File: config.mk
export PLATFORM = sky130hd
export DESIGN_NAME = apb_cmd_master_flat
export DESIGN_NICKNAME = d
export VERILOG_FILES = /design/src/rtl/apb_cmd_master_if.sv /design/src/rtl/apb_cmd_master.sv /design/src/flat_wrapper.sv
export SDC_FILE = /design/constraint.sdc
export NUM_CORES = 1
export LEC_CHECK = 0
export ABC_CLOCK_PERIOD_IN_PS = 2700
export BUFFER_PORTS_ARGS = -buffer_cell sky130_fd_sc_hd__buf_4
export CAP_MARGIN = 20
export CORE_MARGIN = 2
export CORE_UTILIZATION = 47
export DETAILED_ROUTE_END_ITERATION = 6
export GPL_TIMING_DRIVEN = 0
export HOLD_SLACK_MARGIN = 0.15
export PLACE_DENSITY = 0.81
export SLEW_MARGIN = 20
export SYNTH_ARGS = -nofsm -noshare
export SYNTH_HDL_FRONTEND = slang
export SYNTH_SLANG_ARGS = --single-unit
File: constraint.sdc
create_clock -name i_clk -period 2.7 [get_ports i_clk]
set_input_delay 0.27 -clock i_clk [delete_from_list [all_inputs] [get_ports i_clk]]
set_output_delay 0.27 -clock i_clk [all_outputs]
set_load 0.01 [all_outputs]
File: src/rtl/apb_cmd_master_if.sv
// Command/response channel plus APB3 bus bundle for apb_cmd_master.
// master = initiator side (the block), slave = command source / APB target side.
interface apb_cmd_master_if #(
    parameter int ADDR_W = 12,
    parameter int DATA_W = 32
);
    logic              cmd_valid;
    logic              cmd_ready;
    logic              cmd_write;
    logic [ADDR_W-1:0] cmd_addr;
    logic [DATA_W-1:0] cmd_wdata;

    logic              rsp_valid;
    logic              rsp_ready;
    logic [DATA_W-1:0] rsp_rdata;
    logic              rsp_error;
    logic              rsp_timeout;

    logic              psel;
    logic              penable;
    logic              pwrite;
    logic [ADDR_W-1:0] paddr;
    logic [DATA_W-1:0] pwdata;
    logic              pready;
    logic [DATA_W-1:0] prdata;
    logic              pslverr;

    modport master (
        input  cmd_valid, cmd_write, cmd_addr, cmd_wdata,
        output cmd_ready,
        output rsp_valid, rsp_rdata, rsp_error, rsp_timeout,
        input  rsp_ready,
        output psel, penable, pwrite, paddr, pwdata,
        input  pready, prdata, pslverr
    );

    modport slave (
        output cmd_valid, cmd_write, cmd_addr, cmd_wdata,
        input  cmd_ready,
        input  rsp_valid, rsp_rdata, rsp_error, rsp_timeout,
        output rsp_ready,
        input  psel, penable, pwrite, paddr, pwdata,
        output pready, prdata, pslverr
    );
endinterface

File: src/rtl/apb_cmd_master.sv
// APB3 initiator: one valid/ready command in, one SETUP/ACCESS transfer out,
// one registered response back (read data, slave error, timeout abort).
module apb_cmd_master #(
    parameter int ADDR_W  = 12,
    parameter int DATA_W  = 32,
    parameter int TIMEOUT = 16
) (
    input  logic               i_clk,
    input  logic               i_rst_n,
    apb_cmd_master_if.master   bus
);
    localparam int CNT_W = (TIMEOUT > 1) ? $clog2(TIMEOUT) : 1;

    typedef enum logic [1:0] {IDLE, SETUP, ACCESS, RESP} state_t;

    state_t              state_reg;
    logic [CNT_W-1:0]    wait_cnt_reg;
    logic                psel_reg;
    logic                penable_reg;
    logic                pwrite_reg;
    logic [ADDR_W-1:0]   paddr_reg;
    logic [DATA_W-1:0]   pwdata_reg;
    logic                rsp_valid_reg;
    logic [DATA_W-1:0]   rsp_rdata_reg;
    logic                rsp_error_reg;
    logic                rsp_timeout_reg;
    logic                timeout_hit;

    // Hit on the TIMEOUT-th consecutive ACCESS cycle without PREADY; never when TIMEOUT is 0.
    assign timeout_hit = (TIMEOUT != 0) && (wait_cnt_reg == CNT_W'(TIMEOUT - 1));

    assign bus.cmd_ready   = (state_reg == IDLE);
    assign bus.psel        = psel_reg;
    assign bus.penable     = penable_reg;
    assign bus.pwrite      = pwrite_reg;
    assign bus.paddr       = paddr_reg;
    assign bus.pwdata      = pwdata_reg;
    assign bus.rsp_valid   = rsp_valid_reg;
    assign bus.rsp_rdata   = rsp_rdata_reg;
    assign bus.rsp_error   = rsp_error_reg;
    assign bus.rsp_timeout = rsp_timeout_reg;

    always_ff @(posedge i_clk or negedge i_rst_n) begin
        if (!i_rst_n) begin
            state_reg       <= IDLE;
            wait_cnt_reg    <= '0;
            psel_reg        <= 1'b0;
            penable_reg     <= 1'b0;
            pwrite_reg      <= 1'b0;
            paddr_reg       <= '0;
            pwdata_reg      <= '0;
            rsp_valid_reg   <= 1'b0;
            rsp_rdata_reg   <= '0;
            rsp_error_reg   <= 1'b0;
            rsp_timeout_reg <= 1'b0;
        end else begin
            case (state_reg)
                IDLE: begin
                    if (bus.cmd_valid) begin
                        if (bus.cmd_addr[1:0] != 2'b00) begin
                            // Misaligned: answer with an error without touching the bus.
                            rsp_valid_reg   <= 1'b1;
                            rsp_rdata_reg   <= '0;
                            rsp_error_reg   <= 1'b1;
                            rsp_timeout_reg <= 1'b0;
                            state_reg       <= RESP;
                        end else begin
                            // The APB address/data registers double as the command latch.
                            paddr_reg    <= bus.cmd_addr;
                            pwrite_reg   <= bus.cmd_write;
                            pwdata_reg   <= bus.cmd_wdata;
                            psel_reg     <= 1'b1;
                            penable_reg  <= 1'b0;
                            wait_cnt_reg <= '0;
                            state_reg    <= SETUP;
                        end
                    end
                end
                SETUP: begin
                    penable_reg <= 1'b1;
                    state_reg   <= ACCESS;
                end
                ACCESS: begin
                    if (bus.pready) begin
                        psel_reg        <= 1'b0;
                        penable_reg     <= 1'b0;
                        rsp_valid_reg   <= 1'b1;
                        rsp_rdata_reg   <= pwrite_reg ? '0 : bus.prdata;
                        rsp_error_reg   <= bus.pslverr;
                        rsp_timeout_reg <= 1'b0;
                        state_reg       <= RESP;
                    end else if (timeout_hit) begin
                        psel_reg        <= 1'b0;
                        penable_reg     <= 1'b0;
                        rsp_valid_reg   <= 1'b1;
                        rsp_rdata_reg   <= '0;
                        rsp_error_reg   <= 1'b1;
                        rsp_timeout_reg <= 1'b1;
                        state_reg       <= RESP;
                    end else begin
                        wait_cnt_reg <= wait_cnt_reg + 1'b1;
                    end
                end
                RESP: begin
                    if (bus.rsp_ready) begin
                        rsp_valid_reg   <= 1'b0;
                        rsp_rdata_reg   <= '0;
                        rsp_error_reg   <= 1'b0;
                        rsp_timeout_reg <= 1'b0;
                        state_reg       <= IDLE;
                    end
                end
                default: state_reg <= IDLE;
            endcase
        end
    end
endmodule

File: src/flat_wrapper.sv
// flat-port wrapper written by rule: the top's interface ports become plain ports
module apb_cmd_master_flat 
#(
    parameter int ADDR_W  = 12,
    parameter int DATA_W  = 32,
    parameter int TIMEOUT = 16
)
  (i_clk, i_rst_n, bus_cmd_valid, bus_cmd_write, bus_cmd_addr, bus_cmd_wdata, bus_cmd_ready, bus_rsp_valid, bus_rsp_rdata, bus_rsp_error, bus_rsp_timeout, bus_rsp_ready, bus_psel, bus_penable, bus_pwrite, bus_paddr, bus_pwdata, bus_pready, bus_prdata, bus_pslverr);
  apb_cmd_master_if #(.ADDR_W(ADDR_W), .DATA_W(DATA_W)) bus_i ();
  input  logic i_clk;
  input  logic i_rst_n;
  input wire logic [$bits(bus_i.cmd_valid)-1:0] bus_cmd_valid;
  input wire logic [$bits(bus_i.cmd_write)-1:0] bus_cmd_write;
  input wire logic [$bits(bus_i.cmd_addr)-1:0] bus_cmd_addr;
  input wire logic [$bits(bus_i.cmd_wdata)-1:0] bus_cmd_wdata;
  output wire logic [$bits(bus_i.cmd_ready)-1:0] bus_cmd_ready;
  output wire logic [$bits(bus_i.rsp_valid)-1:0] bus_rsp_valid;
  output wire logic [$bits(bus_i.rsp_rdata)-1:0] bus_rsp_rdata;
  output wire logic [$bits(bus_i.rsp_error)-1:0] bus_rsp_error;
  output wire logic [$bits(bus_i.rsp_timeout)-1:0] bus_rsp_timeout;
  input wire logic [$bits(bus_i.rsp_ready)-1:0] bus_rsp_ready;
  output wire logic [$bits(bus_i.psel)-1:0] bus_psel;
  output wire logic [$bits(bus_i.penable)-1:0] bus_penable;
  output wire logic [$bits(bus_i.pwrite)-1:0] bus_pwrite;
  output wire logic [$bits(bus_i.paddr)-1:0] bus_paddr;
  output wire logic [$bits(bus_i.pwdata)-1:0] bus_pwdata;
  input wire logic [$bits(bus_i.pready)-1:0] bus_pready;
  input wire logic [$bits(bus_i.prdata)-1:0] bus_prdata;
  input wire logic [$bits(bus_i.pslverr)-1:0] bus_pslverr;
  assign bus_i.cmd_valid = bus_cmd_valid;
  assign bus_i.cmd_write = bus_cmd_write;
  assign bus_i.cmd_addr = bus_cmd_addr;
  assign bus_i.cmd_wdata = bus_cmd_wdata;
  assign bus_cmd_ready = bus_i.cmd_ready;
  assign bus_rsp_valid = bus_i.rsp_valid;
  assign bus_rsp_rdata = bus_i.rsp_rdata;
  assign bus_rsp_error = bus_i.rsp_error;
  assign bus_rsp_timeout = bus_i.rsp_timeout;
  assign bus_i.rsp_ready = bus_rsp_ready;
  assign bus_psel = bus_i.psel;
  assign bus_penable = bus_i.penable;
  assign bus_pwrite = bus_i.pwrite;
  assign bus_paddr = bus_i.paddr;
  assign bus_pwdata = bus_i.pwdata;
  assign bus_i.pready = bus_pready;
  assign bus_i.prdata = bus_prdata;
  assign bus_i.pslverr = bus_pslverr;
  apb_cmd_master #(.ADDR_W(ADDR_W), .DATA_W(DATA_W), .TIMEOUT(TIMEOUT)) u_core (.i_clk(i_clk), .i_rst_n(i_rst_n), .bus(bus_i));
endmodule
==> results.cfg, run 1 <==
[route]
via_count = 2996
routedWlPerCell_microns = 16.23
drt_pass1_iterations = 4
route.detailed.drc = 0
wirelength_mm = 9.526
antenna_violating_nets_post_route = 0
detail_route.vias_per_cell = 5.104
initialDrtViolationCount = 48

[synthesis]
synth-xor-area-share = 0
synth-main-ff-cell = sky130_fd_sc_hd__dfrtp_1
synthMuxAreaShare = 0.1388
post_synth_fa_ha_maj_area_fraction = 0.02643
synthesis.yosys.warnings = 0
synth_area_leader_cell = sky130_fd_sc_hd__dfrtp_1
syn_nets = 367
combinational_family_with_the_most_area_after_synthesis = multiplexers
synth_compound_area_frac = 0.09647
synth_area_sq_um = 3787
synthTopCellsByArea = sky130_fd_sc_hd__dfrtp_1 58%, sky130_fd_sc_hd__mux2_2 13%, sky130_fd_sc_hd__and4_1 7.4%, sky130_fd_sc_hd__a21o_1 6.3%, sky130_fd_sc_hd__ha_1 2.6%
per_instance_average_area_after_synthesis_sq_um = 13.72
ys_async_sr_fraction = 1.000
number_of_enable_type_register_cells_in_the_synthesized_netlist = 0
synthDistinctLibCells = 30
synth-seq-cells = 88
synthSimpleGateAreaFrac = 0.1193
post_synth_inst_count = 276
yosysSeqAreaShare = 0.5814
synth.top_cell.area_share = 0.5814

[global_route]
globalRouteTotalUtil = 0.2182
grt_pass1_wl_mm = 14.95
overflow = 0
grt_pass1_vias = 3108
grt_antenna_before_repair = 0
maximum_number_of_pins_on_one_net_before_global_route_repair = 89

[sta]
finalWorstPathRequiredPeriod_ns = 2.327
max_slew_margin = 0.4727
max_freq_mhz = 429.8
tightestPinTransition_ns = 0.7910
setup_viols_final = 0
setup_repair_after_global_routing_missed_its_margin = false
timing.setup.tns_ns = 0
timing.final.max_slew_violations = 0
skew_ns = 0.006264
period_share = 0.8617
hold_viol_final = 0
worst_hold_slack_ns = 0.1630

[place]
place_hpwl_mm = 6.687
place_congestion = 0.7502
io_buffer_count = 165
placed_cells = 543

[clock_network]
insertion_delay_ns = 0.34
cts_tree = built
cts_htree_levels = 3
root_buffer = sky130_fd_sc_hd__clkbuf_8
cts-root-to-sink-buffers = 2
clock_sinks = 88
clk_pin_slew_worst_paths_ns = 0.08
tritoncts.num_buffers = 9
cts_post_setup_buffers_inserted = 0

[setup_path]
timing.critical_path.required_ns = 2.98
timing.critical_path.to_type = flop
reg2regPathDepth = 8
critical_path_class = reg -> reg
critPathArrivalTime_ns = 2.61
cp_max_fo = 10
crit_path_start_kind = flop

[pwr]
pwr-share-seq = 0.377
leakage_power_nw = 3.078
power.switching_w = 0.001985
power.combinational.fraction = 0.458
cellInternalPower_w = 0.003739
clock_network_fraction_of_total_power = 0.165
irDropWorstVdd_uv = 656.8
power_w = 0.005724
power_density_nw_per_um2 = 1011
switching_share = 0.3468

[floorplan]
start_util = 0.4876
fp.dieW_microns = 93.77
ioPinCount = 166
die_area_sq_um = 8792
core_area_sq_um = 7767
floorplan.die.height_microns = 93.77
number_of_standard_cell_rows_in_the_floorplan = 32

[cells_and_area]
layout.cells.most_common = sky130_fd_sc_hd__buf_4
nNetsFinal = 574
areaGrowthSynthToFinish_pct = 49.55
fillers = 554
proportion_of_layout_cells_with_a_drive_suffix_above_1 = 0.4990
final_cells = 587
antennaDiodeCount = 0
layout.cells.most_common_list = 164 x sky130_fd_sc_hd__buf_4, 88 x sky130_fd_sc_hd__dfrtp_1, 44 x sky130_fd_sc_hd__mux2_2, 32 x sky130_fd_sc_hd__and4_1, 32 x sky130_fd_sc_hd__a21o_1

[run]
maxCapViolations = 0

[min_path]
timing.hold.worst_path_depth = 2
hold_class = in -> reg

[run_status]
outcome = finished, final reports clean
[cell usage after synthesis, drive strengths merged, types with 2 or more instances]
master,number
ha,8
nand3b,2
mux2,46
nor2b,5
nand3,6
buf,12
dfrtp,88
and4,32
o2bb2ai,2
clkbuf,6
o21ai,9
a21o,32
nand2,11
a21oi,2
inv,6
[kinds of logic after synthesis]
kind of cell / after synthesis
simple gates: 62
buf+inv: 24
flops: 88
compound gates: 48
fa+ha+maj: 8
mux: 46
[critical path, cell delays in order, from the launching register on]
cell and delay, ns:
sky130_fd_sc_hd__dfrtp_1 0.42, sky130_fd_sc_hd__inv_1 0.16, sky130_fd_sc_hd__ha_1 0.16, sky130_fd_sc_hd__buf_2 0.19, sky130_fd_sc_hd__inv_1 0.09, sky130_fd_sc_hd__nor3_1 0.52
sky130_fd_sc_hd__clkbuf_1 0.38, sky130_fd_sc_hd__and4_1 0.26, sky130_fd_sc_hd__a21o_1 0.09
[metrics by stage]
step | instance area (sq um) | worst slack (ns) | utilization
6_report | 5664 | 0.3733 | 0.7292
5_1_grt | 5664 | 0.1374 | 0.7292
4_1_cts | 5630 | 0.3939 | 0.7249
3_5_place_dp | 5154 | 0.4050 | 0.6635
3_3_place_gp | 5154 | 0.4585 | 0.6635
2_1_floorplan | 3787 | 0.7222 | -
[power groups by stage]
| stage | Clock (W) | Combinational (W) | Sequential (W) |
|---|---|---|---|
| 2_1_floorplan | 0 | 0.00116 | 0.00238 |
| 3_3_place_gp | 0 | 0.00252 | 0.00215 |
| 3_5_place_dp | 0 | 0.00259 | 0.00219 |
| 4_1_cts | 0.000972 | 0.00263 | 0.00216 |
| 5_1_grt | 0.00102 | 0.00284 | 0.00222 |
| 6_report | 0.000943 | 0.00262 | 0.00216 |
[routing by layer]
layer,GRT usage,part of all wire
met2,0.3923,0.53
met3,0.04494,0.047
met1,0.2570,0.40
met4,0.07850,0.026
met5,0,0
[cell type report]
type	instances	area (sq um)	area share
Multi-Input combinational cell	164	1443	0.2547
Clock inverter	4	72.57	0.01281
Tap cell	102	127.6	0.02253
Sequential cell	88	2202	0.3888
Buffer	18	120.1	0.02121
Inverter	6	22.52	0.003976
Timing Repair Buffer	196	1553	0.2741
Clock buffer	9	123.9	0.02187
[worst paths after layout]
path | from | endpoint | slack [ns]
max | u_core.state_reg[0] | u_core.bus.rsp_rdata[28] | 0.37
min | bus_cmd_wdata[8] | u_core.bus.pwdata[8] | 0.16
max reg2reg | u_core.state_reg[0] | u_core.bus.rsp_rdata[28] | 0.37
min reg2reg | u_core.bus.rsp_rdata[3] | u_core.bus.rsp_rdata[3] | 0.48
max in group asynchronous | i_rst_n | u_core.bus.rsp_rdata[10] | 1.59
min in group asynchronous | i_rst_n | u_core.bus.rsp_rdata[11] | 0.54
[what timing repair did]
| action | in CTS | in global routing |
|---|---|---|
| hold buffers | 28 | 3 |
| hold endpoints to repair | 28 | 90 |
| gates resized for setup | 0 | 0 |
| setup endpoints to repair | 0 | 0 |
Power figures use the tool's default switching activity.
==> run 2, diff against run 1 <==
--- a/config.mk
+++ b/config.mk
@@ -13,8 +13,9 @@
 export DETAILED_ROUTE_END_ITERATION = 6
 export GPL_TIMING_DRIVEN = 0
 export HOLD_SLACK_MARGIN = 0.15
+export MAX_ROUTING_LAYER = met4
 export PLACE_DENSITY = 0.81
-export SLEW_MARGIN = 20
+export SLEW_MARGIN = 30
 export SYNTH_ARGS = -nofsm -noshare
 export SYNTH_HDL_FRONTEND = slang
 export SYNTH_SLANG_ARGS = --single-unit
==> run 2 against run 1 <==
  * Combinational power about the same
  * Routed wire length increased by 1.6%
  * Design area increased by 0.29%
  * Global-route usage increased by 1.2 points
  * Sequential share of layout area decreased by 0.11 points
  * Highest routed layer unchanged
==> results.cfg, run 2 (same netlist as run 1, synthesis figures left out) <==
[run_status]
outcome = finished, final reports clean

[place]
place_congestion = 0.7598
place_hpwl_mm = 6.721
detailedPlace.worstSlack_ns = 0.3956
io_buffer_count = 165
placed_cells = 543

[route]
route.detailed.drc = 0
initialDrtViolationCount = 82
antenna_violating_nets_post_route = 0
wirelength_mm = 9.678
routedWlPerCell_microns = 16.38
detail_route.vias_per_cell = 5.129
via_count = 3031
drt_pass1_iterations = 4

[sta]
setup_viols_final = 0
hold_viol_final = 0
setup_repair_after_global_routing_missed_its_margin = false
finalWorstPathRequiredPeriod_ns = 2.319
max_slew_margin = 0.4720
timing.final.max_slew_violations = 0
timing.setup.tns_ns = 0
max_freq_mhz = 431.2
period_share = 0.8589
final_critical_path_setup_slack_ns = 0.3810
skew_ns = 0.006676
tightestPinTransition_ns = 0.7920

[floorplan]
core_area_sq_um = 7767
floorplan.die.height_microns = 93.77
fp.dieW_microns = 93.77
ioPinCount = 166
die_area_sq_um = 8792
number_of_standard_cell_rows_in_the_floorplan = 32
start_util = 0.4876

[clock_network]
cts_htree_levels = 3
cts_post_setup_buffers_inserted = 0
tritoncts.num_buffers = 9
clk_pin_slew_worst_paths_ns = 0.09
cts.hold.buffers_added = 34
clock_sinks = 88
cts_tree = built
root_buffer = sky130_fd_sc_hd__clkbuf_8
cts-root-to-sink-buffers = 2
insertion_delay_ns = 0.34
cts_repair_resize_count = 0

[cells_and_area]
proportion_of_layout_cells_with_a_drive_suffix_above_1 = 0.4949
nNetsFinal = 578
final_cells = 591
layout.cells.most_common = sky130_fd_sc_hd__buf_4
antennaDiodeCount = 0
areaGrowthSynthToFinish_pct = 49.98
layout.cells.most_common_list = 164 x sky130_fd_sc_hd__buf_4, 88 x sky130_fd_sc_hd__dfrtp_1, 44 x sky130_fd_sc_hd__mux2_2, 35 x sky130_fd_sc_hd__dlygate4sd3_1

[min_path]
min-delay-start = bus_cmd_wdata[23]
hold_class = in -> reg
worst_hold_path.endpoint = u_core.bus.pwdata[23]
timing.hold.worst_path_depth = 2

[pwr]
leakage_power_nw = 3.088
power_w = 0.005647
irDropWorstVdd_uv = 670.8
power_density_nw_per_um2 = 994.2

[global_route]
grt_antenna_before_repair = 0
maximum_number_of_pins_on_one_net_before_global_route_repair = 89
overflow = 0
globalRouteTotalUtil = 0.2304
grt_pass1_wl_mm = 15.34
grt_pass1_vias = 3143

[setup_path]
cp_max_fo = 10
crit_path_start_kind = flop
timing.critical_path.to_type = flop
regToRegSetupSlack_ns = 0.38
reg2regPathDepth = 8
reg2reg_from = u_core.state_reg[0]
timing.critical_path.required_ns = 2.98
reg2reg_to = u_core.bus.rsp_rdata[28]
critPathArrivalTime_ns = 2.60
critical_path_class = reg -> reg

[run]
maxCapViolations = 0
run 2: layout make-up:
type                    count  area [sq um]
fillers                   561          2087
clock buffers               9         123.9
repair buffers            200          1593
well taps                 102         127.6
multi-input cells         164          1443
plain buffers              18         120.1
inverters                   6         22.52
clock inverters             4         48.80
flip-flops and latches     88          2202
run 2: through the flow:
stage / util / hold WS (ns) / area [sq um]
2_1_floorplan: - / -0.02559 / 3787
5_1_grt: 0.7313 / 0.1540 / 5680
4_1_cts: 0.7300 / 0.1516 / 5670
3_3_place_gp: 0.6635 / 0.4597 / 5154
6_report: 0.7313 / 0.1649 / 5680
3_5_place_dp: 0.6640 / 0.3873 / 5157
run 2: worst max-delay path by stage:
| stage | from | to | slack, ns | cells after the start |
|---|---|---|---|---|
| 6_report | u_core.state_reg[0] | u_core.bus.rsp_rdata[28] | 0.38 | 8 |
| 2_1_floorplan | u_core.state_reg[0] | u_core.bus.paddr[2] | 0.72 | 6 |
| 3_3_place_gp | u_core.state_reg[0] | u_core.bus.rsp_rdata[29] | 0.46 | 8 |
| 5_1_grt | u_core.state_reg[0] | u_core.bus.rsp_rdata[18] | 0.09 | 8 |
| 3_5_place_dp | u_core.state_reg[0] | u_core.bus.rsp_rdata[20] | 0.40 | 8 |
| 4_1_cts | u_core.state_reg[0] | u_core.bus.rsp_rdata[23] | 0.37 | 8 |
run 2: power by group:
group          internal, W  switching [W]
logic              0.00139        0.00123
registers          0.00185       0.000322
clock network     0.000411       0.000442
run 2: layer usage:
layer	GRT usage	share of wire
met2	0.3958	0.52
met3	0.03210	0.047
met5	-	0
met1	0.2732	0.40
met4	0.09541	0.024
run 2: worst max-delay path, stage by stage, from the launching register on:
cell	delay (ns)
sky130_fd_sc_hd__dfrtp_1	0.43
sky130_fd_sc_hd__inv_1	0.16
sky130_fd_sc_hd__ha_1	0.16
sky130_fd_sc_hd__buf_2	0.18
sky130_fd_sc_hd__inv_1	0.09
sky130_fd_sc_hd__nor3_1	0.52
sky130_fd_sc_hd__clkbuf_1	0.37
sky130_fd_sc_hd__and4_1	0.25
sky130_fd_sc_hd__a21o_1	0.09
